`src/rtl/ad9826_init_seq.sv`:
```
// Configuration sequencer for the AD9826 CCD front-end: walks an 8-entry register
// table and issues write (and optional readback) transactions to the serial engine.
module ad9826_init_seq #(
   parameter bit          VERIFY  = 1'b1,
   parameter int unsigned TIMEOUT = 4096
) (
   input  logic        clk,
   input  logic        rst,
   input  logic        start,
   input  logic [71:0] reg_table,
   input  logic [7:0]  reg_mask,
   output logic [15:0] cfg_word,
   output logic        cfg_req,
   input  logic        cfg_ack,
   input  logic [8:0]  cfg_rdata,
   output logic        busy,
   output logic        done,
   output logic        error,
   output logic [1:0]  err_code,
   output logic [2:0]  err_addr
);

   typedef enum logic [2:0] {
      S_IDLE,
      S_SCAN,
      S_WR_REQ,
      S_WR_WAIT,
      S_RD_REQ,
      S_RD_WAIT,
      S_DONE
   } state_t;

   localparam logic [15:0] TMO_LAST = 16'(TIMEOUT - 1);

   state_t      state;
   logic [8:0]  tbl [8];
   logic [7:0]  mask;
   logic [2:0]  idx;
   logic [15:0] tmo_cnt;
   logic [8:0]  cur_val;
   logic        last;

   assign cur_val = tbl[idx];
   assign last    = (idx == 3'd7);

   // NOTE: the latched table is plain storage with no reset; it is always
   // rewritten on an accepted start before any state reads it.
   always_ff @(posedge clk) begin
      if (start && !done && state == S_IDLE && !rst) begin
         for (int i = 0; i < 8; i++) begin
            tbl[i] <= reg_table[i*9 +: 9];
         end
      end
   end

   always_ff @(posedge clk) begin
      if (rst) begin
         state    <= S_IDLE;
         mask     <= '0;
         idx      <= '0;
         tmo_cnt  <= '0;
         cfg_req  <= 1'b0;
         cfg_word <= '0;
         busy     <= 1'b0;
         done     <= 1'b0;
         error    <= 1'b0;
         err_code <= 2'b00;
         err_addr <= '0;
      end else begin
         done <= 1'b0;
         case (state)
            S_IDLE: begin
               // The cycle that shows done is still part of the finished sequence.
               if (start && !done) begin
                  mask     <= reg_mask;
                  idx      <= '0;
                  error    <= 1'b0;
                  err_code <= 2'b00;
                  err_addr <= '0;
                  busy     <= 1'b1;
                  state    <= S_SCAN;
               end
            end

            S_SCAN: begin
               if (mask[idx])  state <= S_WR_REQ;
               else if (last)  state <= S_DONE;
               else            idx   <= idx + 3'd1;
            end

            S_WR_REQ: begin
               cfg_word <= {1'b0, idx, 3'b000, cur_val};
               cfg_req  <= 1'b1;
               tmo_cnt  <= '0;
               state    <= S_WR_WAIT;
            end

            S_WR_WAIT: begin
               if (cfg_ack) begin
                  cfg_req <= 1'b0;
                  if (VERIFY) begin
                     state <= S_RD_REQ;
                  end else if (last) begin
                     state <= S_DONE;
                  end else begin
                     idx   <= idx + 3'd1;
                     state <= S_SCAN;
                  end
               end else if (tmo_cnt == TMO_LAST) begin
                  cfg_req  <= 1'b0;
                  error    <= 1'b1;
                  err_code <= 2'b10;
                  err_addr <= idx;
                  state    <= S_DONE;
               end else begin
                  tmo_cnt <= tmo_cnt + 16'd1;
               end
            end

            S_RD_REQ: begin
               cfg_word <= {1'b1, idx, 12'h000};
               cfg_req  <= 1'b1;
               tmo_cnt  <= '0;
               state    <= S_RD_WAIT;
            end

            S_RD_WAIT: begin
               if (cfg_ack) begin
                  cfg_req <= 1'b0;
                  // Only the first mismatch is recorded; the sequence carries on.
                  if (cfg_rdata != cur_val && !error) begin
                     error    <= 1'b1;
                     err_code <= 2'b01;
                     err_addr <= idx;
                  end
                  if (last) begin
                     state <= S_DONE;
                  end else begin
                     idx   <= idx + 3'd1;
                     state <= S_SCAN;
                  end
               end else if (tmo_cnt == TMO_LAST) begin
                  cfg_req  <= 1'b0;
                  error    <= 1'b1;
                  err_code <= 2'b10;
                  err_addr <= idx;
                  state    <= S_DONE;
               end else begin
                  tmo_cnt <= tmo_cnt + 16'd1;
               end
            end

            S_DONE: begin
               done  <= 1'b1;
               busy  <= 1'b0;
               state <= S_IDLE;
            end

            default: state <= S_IDLE;
         endcase
      end
   end

endmodule

```
`config.mk`:
```
export PLATFORM = sky130hd
export DESIGN_NAME = ad9826_init_seq
export DESIGN_NICKNAME = d
export VERILOG_FILES = /design/src/rtl/ad9826_init_seq.sv
export SDC_FILE = /design/constraint.sdc
export NUM_CORES = 1
export LEC_CHECK = 0
export BUFFER_PORTS_ARGS = -buffer_cell sky130_fd_sc_hd__buf_2
export CORE_ASPECT_RATIO = 1.5
export CORE_MARGIN = 2
export CORE_UTILIZATION = 30
export DETAILED_ROUTE_END_ITERATION = 10
export HOLD_SLACK_MARGIN = 0.12
export PLACE_DENSITY_LB_ADDON = 0.12
export SLEW_MARGIN = 15
export SYNTH_ARGS = -nofsm -noshare
export SYNTH_HDL_FRONTEND = slang
export SYNTH_SLANG_ARGS = --single-unit
```
`constraint.sdc`:
```
create_clock -name clk -period 11.9 [get_ports clk]
set_clock_uncertainty 0.15 [all_clocks]
set_input_delay 2.38 -clock clk [delete_from_list [all_inputs] [get_ports clk]]
set_output_delay 2.38 -clock clk [all_outputs]
set_load 0.02 [all_outputs]
```
==> results of run 1 <==
==> worst min path at each step <==
stage                             startpoint                       end  depth (start not counted)
finish              err_code[1]$_SDFFE_PP0P_  err_code[1]$_SDFFE_PP0P_                          2
CTS                     mask[5]$_SDFFE_PP0P_      mask[5]$_SDFFE_PP0P_                          2
detailed placement  err_code[1]$_SDFFE_PP0P_  err_code[1]$_SDFFE_PP0P_                          2
floorplan               mask[2]$_SDFFE_PP0P_      mask[2]$_SDFFE_PP0P_                          2
global route            mask[5]$_SDFFE_PP0P_      mask[5]$_SDFFE_PP0P_                          2
global placement    err_code[1]$_SDFFE_PP0P_  err_code[1]$_SDFFE_PP0P_                          2
==> sequential cells by signal (all words and copies together), names as in the netlist, 2 cells and up, named ones only <==
register / flops
cfg_word: 13
err_addr: 3
err_code: 2
idx: 3
mask: 8
state: 3
tbl: 72
tmo_cnt: 16
==> layout make-up <==
type	count	area [um2]
Fill cell	1725	10800
Multi-Input combinational cell	277	1930
Timing Repair Buffer	118	601
Sequential cell	127	3260
Inverter	10	37.5
Tap cell	213	267
Clock inverter	13	130
Clock buffer	18	429
==> where the power goes <==
group,switching [mW],internal (mW)
combinational,0.194,0.130
sequential,0.0563,0.537
clock,0.198,0.291
total,0.449,0.958
==> routing by layer <==
layer	vias up	share of wire	global-route usage
li1	1846	-	-
met3	10	0.060	0.0496
met1	1738	0.40	0.147
met2	95	0.53	0.242
met5	-	0	0
met4	0	0.0093	0.0429
==> layout by cell type, fill, tap and decap left out, types with 8 or more instances in the layout <==
cell / count
a21oi_1: 29
a22oi_1: 12
buf_2: 114
clkbuf_16: 17
dfxtp_1: 55
edfxtp_1: 72
inv_1: 8
mux2i_1: 12
mux4_2: 15
nand2_1: 43
nor2_1: 41
o21ai_0: 29
xor2_1: 17
==> critical path, delay by kind of cell <==
family	cells	cell delay [ns]
buffers and inverters	2	0.78
AND/OR/NAND/NOR	2	0.93
==> logic make-up (layout without fill, tap and decap cells) <==
group                      after synthesis  after routing  share of synthesized area
muxes                                   31             31                      0.103
AOI/OAI and AO/OA                       91             91                      0.103
and+or+nand+nor                        128            128                      0.112
buffers and inverters                   35            159                     0.0291
DFF                                    127            127                      0.612
xor gates and xnor gates                22             22                     0.0361
adders and majority gates                2              2                    0.00469
other                                    1              3                   0.000703
==> through the flow <==
| stage | total power, mW | std cells | hold slack [ns] |
|---|---|---|---|
| after floorplan | 0.841 | 439 | 0.300 |
| after global placement | 0.932 | 745 | 0.313 |
| after detailed placement | 0.938 | 745 | 0.317 |
| after CTS | 1.44 | 776 | 0.324 |
| after global routing | 1.50 | 776 | 0.349 |
| final | 1.41 | 776 | 0.321 |
==> flow_metrics.env, run 1 <==
export IMPL_fin_crit_sh=0.360
export IMPL_worstPathArrival_ns=4.16
export IMPL_hp_class="reg2reg"
export IMPL_synthFlopType="edfxtp_1"
export IMPL_wl_per_cell_um=15.6
export IMPL_path_class="in2reg"
export IMPL_overflow=0
export IMPL_cts_buffer_depth=2
export IMPL_leakagePower_nw=2.46
export IMPL_endpoint="tbl[1][0]$_DFFE_PP_"
export IMPL_slew_headroom=0.335
export IMPL_peakVddDrop_uv=104
export IMPL_cts_resized=0
export IMPL_dp_hpwl_um=8740
export IMPL_ctsHoldBuffers=0
export IMPL_r2r_end="err_addr[2]$_SDFFE_PP0P_"
export IMPL_yosys_warnings=0
export IMPL_synth_top_area_share=0.405
export IMPL_status="finished with violations"
export IMPL_coreArea_um2=17400
export IMPL_ys_seq_area_frac=0.612
export IMPL_dieHeight_um=167
export IMPL_synth_edff_count=72
export IMPL_reg2reg_slack_ns=8.92
export IMPL_drv_cap=0
export IMPL_drtPass1Iterations=7
export IMPL_clock_latency_ns=0.41
export IMPL_endpoint_kind="flop"
export IMPL_syn_area_per_cell_um2=12.2
export IMPL_grt_pass1_wl_um=19600
export IMPL_finalSetupViolations=0
export IMPL_cts_buffers_inserted=17
export IMPL_setup_ws_ns=7.62
export IMPL_powerDensity_nw_per_um2=211
export IMPL_yosysTopAreaCell="edfxtp_1"
export IMPL_violations="DRC"
export IMPL_drive_gt1_frac=0.304
export IMPL_worst_path_max_delay_cell="or4b_2"
export IMPL_finalHoldViolCount=0
export IMPL_synthCells=437
export IMPL_finalMaxSlewViolations=0
export IMPL_async_flop_share=0
export IMPL_tightest_slew_ns=0.992
export IMPL_critPathRequiredTime_ns=11.78
export IMPL_drcViolationCount=4
export IMPL_synthTopCellsByArea="edfxtp_1, dfxtp_1, mux4_2, nand2_1, nor2_1"
export IMPL_ios=118
export IMPL_grt_max_degree=73
export IMPL_diodes=0
export IMPL_vias_per_cell=4.75
export IMPL_place_congestion=0.744
export IMPL_initialDrtViolationCount=184
export IMPL_vias=3689
export IMPL_pre_cts_ws_ns=7.19
export IMPL_fin_crit_ns=4.28
export IMPL_final_util=0.382
export IMPL_rows=59
export IMPL_dpl_cell_area_um2=6100
export IMPL_tns_ns=0
export IMPL_rsz0062_at_grt="no"
export IMPL_grt_antenna_before_repair=0
export IMPL_area_growth_pct=24.8
export IMPL_synth_distinct_cells=49
export IMPL_grt_pass1_vias=3888
export IMPL_globalRouteTotalUtil=0.135
export IMPL_worstRegToRegCells=6
export IMPL_crit_path_start="start"
export IMPL_start_kind="primary input"
export IMPL_design_area_um2=6660
export IMPL_cts_root_buf="clkbuf_16"
export IMPL_die_x_um=113
export IMPL_crit_chain="buf_2, or4b_2, nor3_2, buf_4"
export IMPL_die_area_um2=18900
export IMPL_clock_sinks=127
export IMPL_ys_seq_elements=127
export IMPL_ant_nets=0
export IMPL_cpPeakStageDelay_ns=0.77
export IMPL_h_tree_depth=4
export IMPL_synth_top_cells_by_count="edfxtp_1, dfxtp_1, nand2_1"
export IMPL_nets=646
export IMPL_max_freq_ghz=0.234
export IMPL_wl_um=12100
export IMPL_syn_cell_area_um2=5340
export IMPL_initial_core_util=0.306
export IMPL_cts_tree="built"
export IMPL_synth_most_common_cell="edfxtp_1"
export IMPL_port_buffers=114
export IMPL_cts_setup_buffers=0
export IMPL_clk_pin_slew_worst_paths_ns=0.06
export IMPL_crit_fanout=72
Note: power is estimated with default switching activity, not from simulation.
==> run 2, diff against run 1 <==
==> constraint.sdc (replaced) <==
create_clock -name clk -period 4.38 [get_ports clk]
set_clock_uncertainty 0.15 [all_clocks]
set_input_delay 0.876 -clock clk [delete_from_list [all_inputs] [get_ports clk]]
set_output_delay 0.876 -clock clk [all_outputs]
set_load 0.02 [all_outputs]
==> run 2 against run 1 <==
Compared with the run above: the run still ends with DRC left; total power rose to 2.8 times the previous value; global-route usage is 0.23 points higher; final area up 0.83%; core utilization up 0.32 points; critical path depth rose by 2; sequential share of layout area decreased by 0.40 points; sequential cell count unchanged; clock power rose to 2.8 times the previous value.
==> flow_metrics.env, run 2 (same netlist as run 1, synthesis figures left out) <==
export IMPL_reg2reg_slack_ns=1.35
export IMPL_grt_antenna_before_repair=1
export IMPL_grt_pass1_wl_um=20200
export IMPL_drtPass1Iterations=7
export IMPL_cts_tree="built"
export IMPL_final_util=0.385
export IMPL_diodes=0
export IMPL_h_tree_depth=4
export IMPL_cts_root_buf="clkbuf_16"
export IMPL_ios=118
export IMPL_vias=3798
export IMPL_globalRouteTotalUtil=0.137
export IMPL_start_kind="flop"
export IMPL_clock_latency_ns=0.42
export IMPL_rows=59
export IMPL_clk_pin_slew_worst_paths_ns=0.06
export IMPL_grt_pass1_vias=3986
export IMPL_crit_fanout=20
export IMPL_wl_per_cell_um=16.0
export IMPL_port_buffers=114
export IMPL_clock_sinks=127
export IMPL_cts_setup_buffers=0
export IMPL_powerDensity_nw_per_um2=578
export IMPL_worstPathArrival_ns=3.16
export IMPL_critPathRequiredTime_ns=4.51
export IMPL_layout_commonest_cell="buf_2"
export IMPL_vias_per_cell=4.88
export IMPL_endpoint_kind="flop"
export IMPL_violations="DRC"
export IMPL_nets=648
export IMPL_coreArea_um2=17400
export IMPL_max_freq_ghz=0.330
export IMPL_initialDrtViolationCount=145
export IMPL_top_register="tbl"
export IMPL_largestRegisters="tbl (72), tmo_cnt (16), cfg_word (13)"
export IMPL_rsz0062_at_grt="no"
export IMPL_dp_hpwl_um=9020
export IMPL_min_from="err_code[1]$_SDFFE_PP0P_"
export IMPL_cts_buffer_depth=2
export IMPL_drcViolationCount=2
export IMPL_cts_resized=0
export IMPL_finalSetupViolations=0
export IMPL_r2r_start="state[2]$_SDFFE_PP0P_"
export IMPL_largest_reg_flops=72
export IMPL_wl_um=12500
export IMPL_tns_ns=0
export IMPL_dpl_cell_area_um2=6130
export IMPL_most_common_layout_cells="buf_2, edfxtp_1, dfxtp_1"
export IMPL_ctsHoldBuffers=0
export IMPL_hold_path_depth=2
export IMPL_fin_crit_sh=0.693
export IMPL_dieHeight_um=167
export IMPL_cts_buffers_inserted=17
export IMPL_drv_cap=0
export IMPL_path_class="reg2reg"
export IMPL_worstHoldEndpoint="err_code[1]$_SDFFE_PP0P_"
export IMPL_fin_crit_ns=3.03
export IMPL_finalMaxSlewViolations=0
export IMPL_design_area_um2=6710
export IMPL_leakagePower_nw=2.48
export IMPL_place_congestion=0.787
export IMPL_area_growth_pct=25.8
export IMPL_peakVddDrop_uv=250
export IMPL_worstRegToRegCells=6
export IMPL_slew_headroom=0.474
export IMPL_tightest_slew_ns=0.789
export IMPL_die_area_um2=18900
export IMPL_hold_ws_ns=0.307
export IMPL_finalHoldViolCount=0
export IMPL_hp_class="reg2reg"
export IMPL_status="finished with violations"
export IMPL_grt_max_degree=73
export IMPL_die_x_um=113
export IMPL_r2r_end="error$_SDFFE_PP0P_"
export IMPL_initial_core_util=0.306
export IMPL_ant_nets=0
export IMPL_crit_path_start="state[2]$_SDFFE_PP0P_"
export IMPL_drive_gt1_frac=0.306
export IMPL_fillers=1689
export IMPL_overflow=0
## run 2: worst max path at each step
stage | end | cells past startpoint
floorplan | tbl[0][0]$_DFFE_PP_ | 4
global placement | error$_SDFFE_PP0P_ | 7
detailed placement | error$_SDFFE_PP0P_ | 7
CTS | err_addr[0]$_SDFFE_PP0P_ | 8
global route | err_addr[0]$_SDFFE_PP0P_ | 8
finish | error$_SDFFE_PP0P_ | 6
## run 2: power breakdown
| group | switching, mW | internal [mW] | total [mW] | leakage [nW] |
|---|---|---|---|---|
| Clock | 0.524 | 0.834 | 1.36 | 0.278 |
| Combinational | 0.575 | 0.366 | 0.941 | 1.10 |
| Sequential | 0.123 | 1.46 | 1.58 | 1.11 |
## run 2: layout make-up
type | instances | area (um2) | share of cell area
clock buffers | 22 | 474 | 0.0707
clock inverters | 10 | 106 | 0.0158
inverters | 10 | 37.5 | 0.00559
multi-input cells | 277 | 1940 | 0.288
flip-flops and latches | 127 | 3260 | 0.486
well taps | 213 | 267 | 0.0397
repair buffers | 120 | 628 | 0.0936
## run 2: per-stage QoR
step,setup WS (ns),std cells,power (mW)
after global placement,1.30,747,2.55
after floorplan,0.295,439,2.27
final,1.35,779,3.88
after CTS,1.28,779,3.94
after detailed placement,1.28,747,2.57
after global routing,1.06,779,4.11
## run 2: metal layers
metal,track usage,share of wire,vias to the layer above,routed length [um]
met3,0.0521,0.067,10,831
li1,-,-,1855,-
met2,0.243,0.53,105,6610
met4,0.0435,0.011,0,143
met1,0.152,0.39,1828,4900
met5,0,0,-,0
## run 2: worst max-delay path, stage by stage, from the launching register on
cell     delay [ns]
dfxtp_1        0.82
or4b_2         0.46
o21ai_0        0.15
a21oi_1        0.40
or4b_4         0.53
o21ai_1        0.26
o21ai_0        0.12
==> run 3, diff against run 2 <==
--- a/config.mk
+++ b/config.mk
@@ -5,6 +5,7 @@
 export SDC_FILE = /design/constraint.sdc
 export NUM_CORES = 1
 export LEC_CHECK = 0
+export ABC_AREA = 1
 export BUFFER_PORTS_ARGS = -buffer_cell sky130_fd_sc_hd__buf_2
 export CORE_ASPECT_RATIO = 1.5
 export CORE_MARGIN = 2
==> constraint.sdc (replaced) <==
create_clock -name clk -period 3 [get_ports clk]
set_clock_uncertainty 0.15 [all_clocks]
set_input_delay 0.6 -clock clk [delete_from_list [all_inputs] [get_ports clk]]
set_output_delay 0.6 -clock clk [all_outputs]
set_load 0.02 [all_outputs]
==> run 3 against run 2 <==
Compared with the run above: the run now ends clean; sequential power grew 47%; first-iteration DRC count grew 50%; via count grew 25%; largest cell class unchanged; synthesized area grew 8.3%; wire length grew 17%; critical path depth grew 6; count of clock-buffer cells in the layout shrank 5.
==> flow_metrics.env, run 3 <==
export IMPL_dp_hpwl_um=11100
export IMPL_cpPeakStageDelay_ns=0.41
export IMPL_hold_path_depth=1
export IMPL_wl_per_cell_um=13.9
export IMPL_synthCells=658
export IMPL_port_buffers=114
export IMPL_wl_um=14600
export IMPL_yosysTopAreaCell="edfxtp_1"
export IMPL_ant_nets=0
export IMPL_grt_max_degree=37
export IMPL_vias=4735
export IMPL_fillers=1975
export IMPL_synth_distinct_cells=43
export IMPL_cts_setup_buffers=0
export IMPL_worst_path_max_delay_cell="dfxtp_1"
export IMPL_async_flop_share=0
export IMPL_clock_sinks=127
export IMPL_worstRegToRegCells=12
export IMPL_initialDrtViolationCount=217
export IMPL_max_freq_ghz=0.438
export IMPL_layout_commonest_cell="nand2_1"
export IMPL_grt_pass1_vias=5004
export IMPL_yosys_warnings=0
export IMPL_drcViolationCount=0
export IMPL_cts_tree="built"
export IMPL_start_kind="flop"
export IMPL_crit_fanout=36
export IMPL_cts_buffer_depth=2
export IMPL_h_tree_depth=4
export IMPL_synthFlopType="edfxtp_1"
export IMPL_fin_crit_ns=2.28
export IMPL_tns_ns=0
export IMPL_hold_ws_ns=0.211
export IMPL_grt_antenna_before_repair=3
export IMPL_rsz0062_at_grt="no"
export IMPL_ys_seq_elements=127
export IMPL_synth_top_cells_by_count="nand2_1, inv_1, edfxtp_1"
export IMPL_synth_most_common_cell="nand2_1"
export IMPL_finalHoldViolCount=0
export IMPL_top_register="tbl"
export IMPL_finalNonFillerCells=1055
export IMPL_tightest_slew_ns=0.510
export IMPL_ios=118
export IMPL_die_x_um=117
export IMPL_cp_num_cells=12
export IMPL_peakVddDrop_uv=419
export IMPL_largest_reg_flops=72
export IMPL_area_growth_pct=26.8
export IMPL_seqPwrFrac=0.359
export IMPL_overflow=0
export IMPL_coreArea_um2=19000
export IMPL_initial_core_util=0.304
export IMPL_cts_buffers_inserted=17
export IMPL_finalSetupViolations=0
export IMPL_globalRouteTotalUtil=0.152
export IMPL_clk_pin_slew_worst_paths_ns=0.06
export IMPL_synth_edff_count=72
export IMPL_powerDensity_nw_per_um2=883
export IMPL_pre_cts_ws_ns=0.689
export IMPL_ctsHoldBuffers=0
export IMPL_largestRegisters="tbl (72), tmo_cnt (16), cfg_word (13)"
export IMPL_min_from="reg_table[53]"
export IMPL_total_power_mw=6.47
export IMPL_setup_ws_ns=0.719
export IMPL_path_buf_inv=2
export IMPL_vias_per_cell=4.49
export IMPL_reg2reg_slack_ns=0.72
export IMPL_syn_area_per_cell_um2=8.78
export IMPL_cp_top_family="simple AND/OR/NAND/NOR gates"
export IMPL_p_comb_frac=0.278
export IMPL_status="finished, final reports clean"
export IMPL_most_common_layout_cells="nand2_1, buf_2, inv_1"
export IMPL_synthTopCellsByArea="edfxtp_1, dfxtp_1, nand2_1, nand3_1, inv_1"
export IMPL_drtPass1Iterations=4
export IMPL_die_area_um2=20400
export IMPL_p_int_mw=4.36
export IMPL_ys_seq_area_frac=0.565
export IMPL_pwr_share_clk=0.362
export IMPL_rows=62
export IMPL_crit_chain="buf_4, nand2_1, nand3_1, nand3_1, nand3_1, nand2_1, nor2_2, nand3_2, o21bai_4, nand2_4, o21ai_1, inv_1"
export IMPL_finalMaxSlewViolations=0
export IMPL_drv_cap=0
export IMPL_cts_root_buf="clkbuf_16"
export IMPL_place_inst=1023
export IMPL_dieHeight_um=174
export IMPL_power_net_switching_mw=2.11
export IMPL_hp_class="in2reg"
export IMPL_switching_share=0.326
export IMPL_synth_top_area_share=0.374
export IMPL_place_congestion=0.798
export IMPL_slew_headroom=0.657
export IMPL_drive_gt1_frac=0.239
export IMPL_worstPathArrival_ns=2.43
export IMPL_clock_latency_ns=0.41
export IMPL_nets=881
export IMPL_fin_crit_sh=0.760
export IMPL_critPathMostFrequentCell="nand3_1"
export IMPL_leakagePower_nw=3.26
export IMPL_syn_cell_area_um2=5780
export IMPL_grt_pass1_wl_um=24100
export IMPL_endpoint_kind="flop"
export IMPL_path_class="reg2reg"
export IMPL_critPathRequiredTime_ns=3.15
export IMPL_cts_resized=0
run 3: changes by cell type after synthesis, sizes merged, moves of 15 or more:
cell	before	now
xor2	17	2
nor2	41	76
mux4	18	0
nand3	7	71
nand2	43	169
inv	8	83
run 3: layout make-up:
type	instances	area (um2)	share of cell area
Multi-Input combinational cell	426	2050	0.279
Clock inverter	14	240	0.0328
Clock buffer	17	425	0.0581
Tap cell	256	320	0.0437
Sequential cell	127	3260	0.446
Inverter	84	323	0.0441
Timing Repair Buffer	130	703	0.0960
Antenna cell	1	2.50	0.000342
run 3: kinds of logic (layout without fill, tap and decap cells):
logic type | Yosys count | in the layout | share of synthesized area
AO/OA/AOI/OAI | 79 | 79 | 0.0782
AND/OR/NAND/NOR | 340 | 340 | 0.266
flip-flops | 127 | 127 | 0.565
XOR/XNOR | 2 | 2 | 0.00303
other | 1 | 4 | 0.000649
adder cells (fa/ha/maj) | 2 | 2 | 0.00433
buffers and inverters | 107 | 245 | 0.0832
run 3: power groups by stage:
stage          clock, mW  combinational (mW)  sequential [mW]
2_1_floorplan          0                1.27             2.39
3_3_place_gp           0                1.80             2.37
3_5_place_dp           0                1.81             2.37
4_1_cts             2.40                1.83             2.33
5_1_grt             2.47                2.05             2.36
6_report            2.35                1.80             2.33
run 3: stage by stage:
stage                     area [um2]   util
after global routing            7320  0.385
final                           7320  0.385
after detailed placement        6660  0.350
after CTS                       7320  0.385
after global placement          6660  0.350
after floorplan                 5790      -
run 3: path summary, 6_finish.rpt:
| check | endpoint |
|---|---|
| worst max register to register | err_code[0]$_SDFFE_PP0P_ |
| worst min-delay path | tbl[5][8]$_DFFE_PP_ |
| worst min register to register | tmo_cnt[11]$_SDFFE_PP0P_ |
| worst max-delay path | err_code[0]$_SDFFE_PP0P_ |
run 3: routing by layer:
metal | track usage | vias up | wire, um | part of all wire
li1 | - | 2420 | - | -
met1 | 0.175 | 2196 | 5970 | 0.41
met2 | 0.264 | 98 | 7610 | 0.52
met3 | 0.0443 | 19 | 762 | 0.052
met4 | 0.0520 | 2 | 291 | 0.020
met5 | 0 | - | 11 | 0.00075
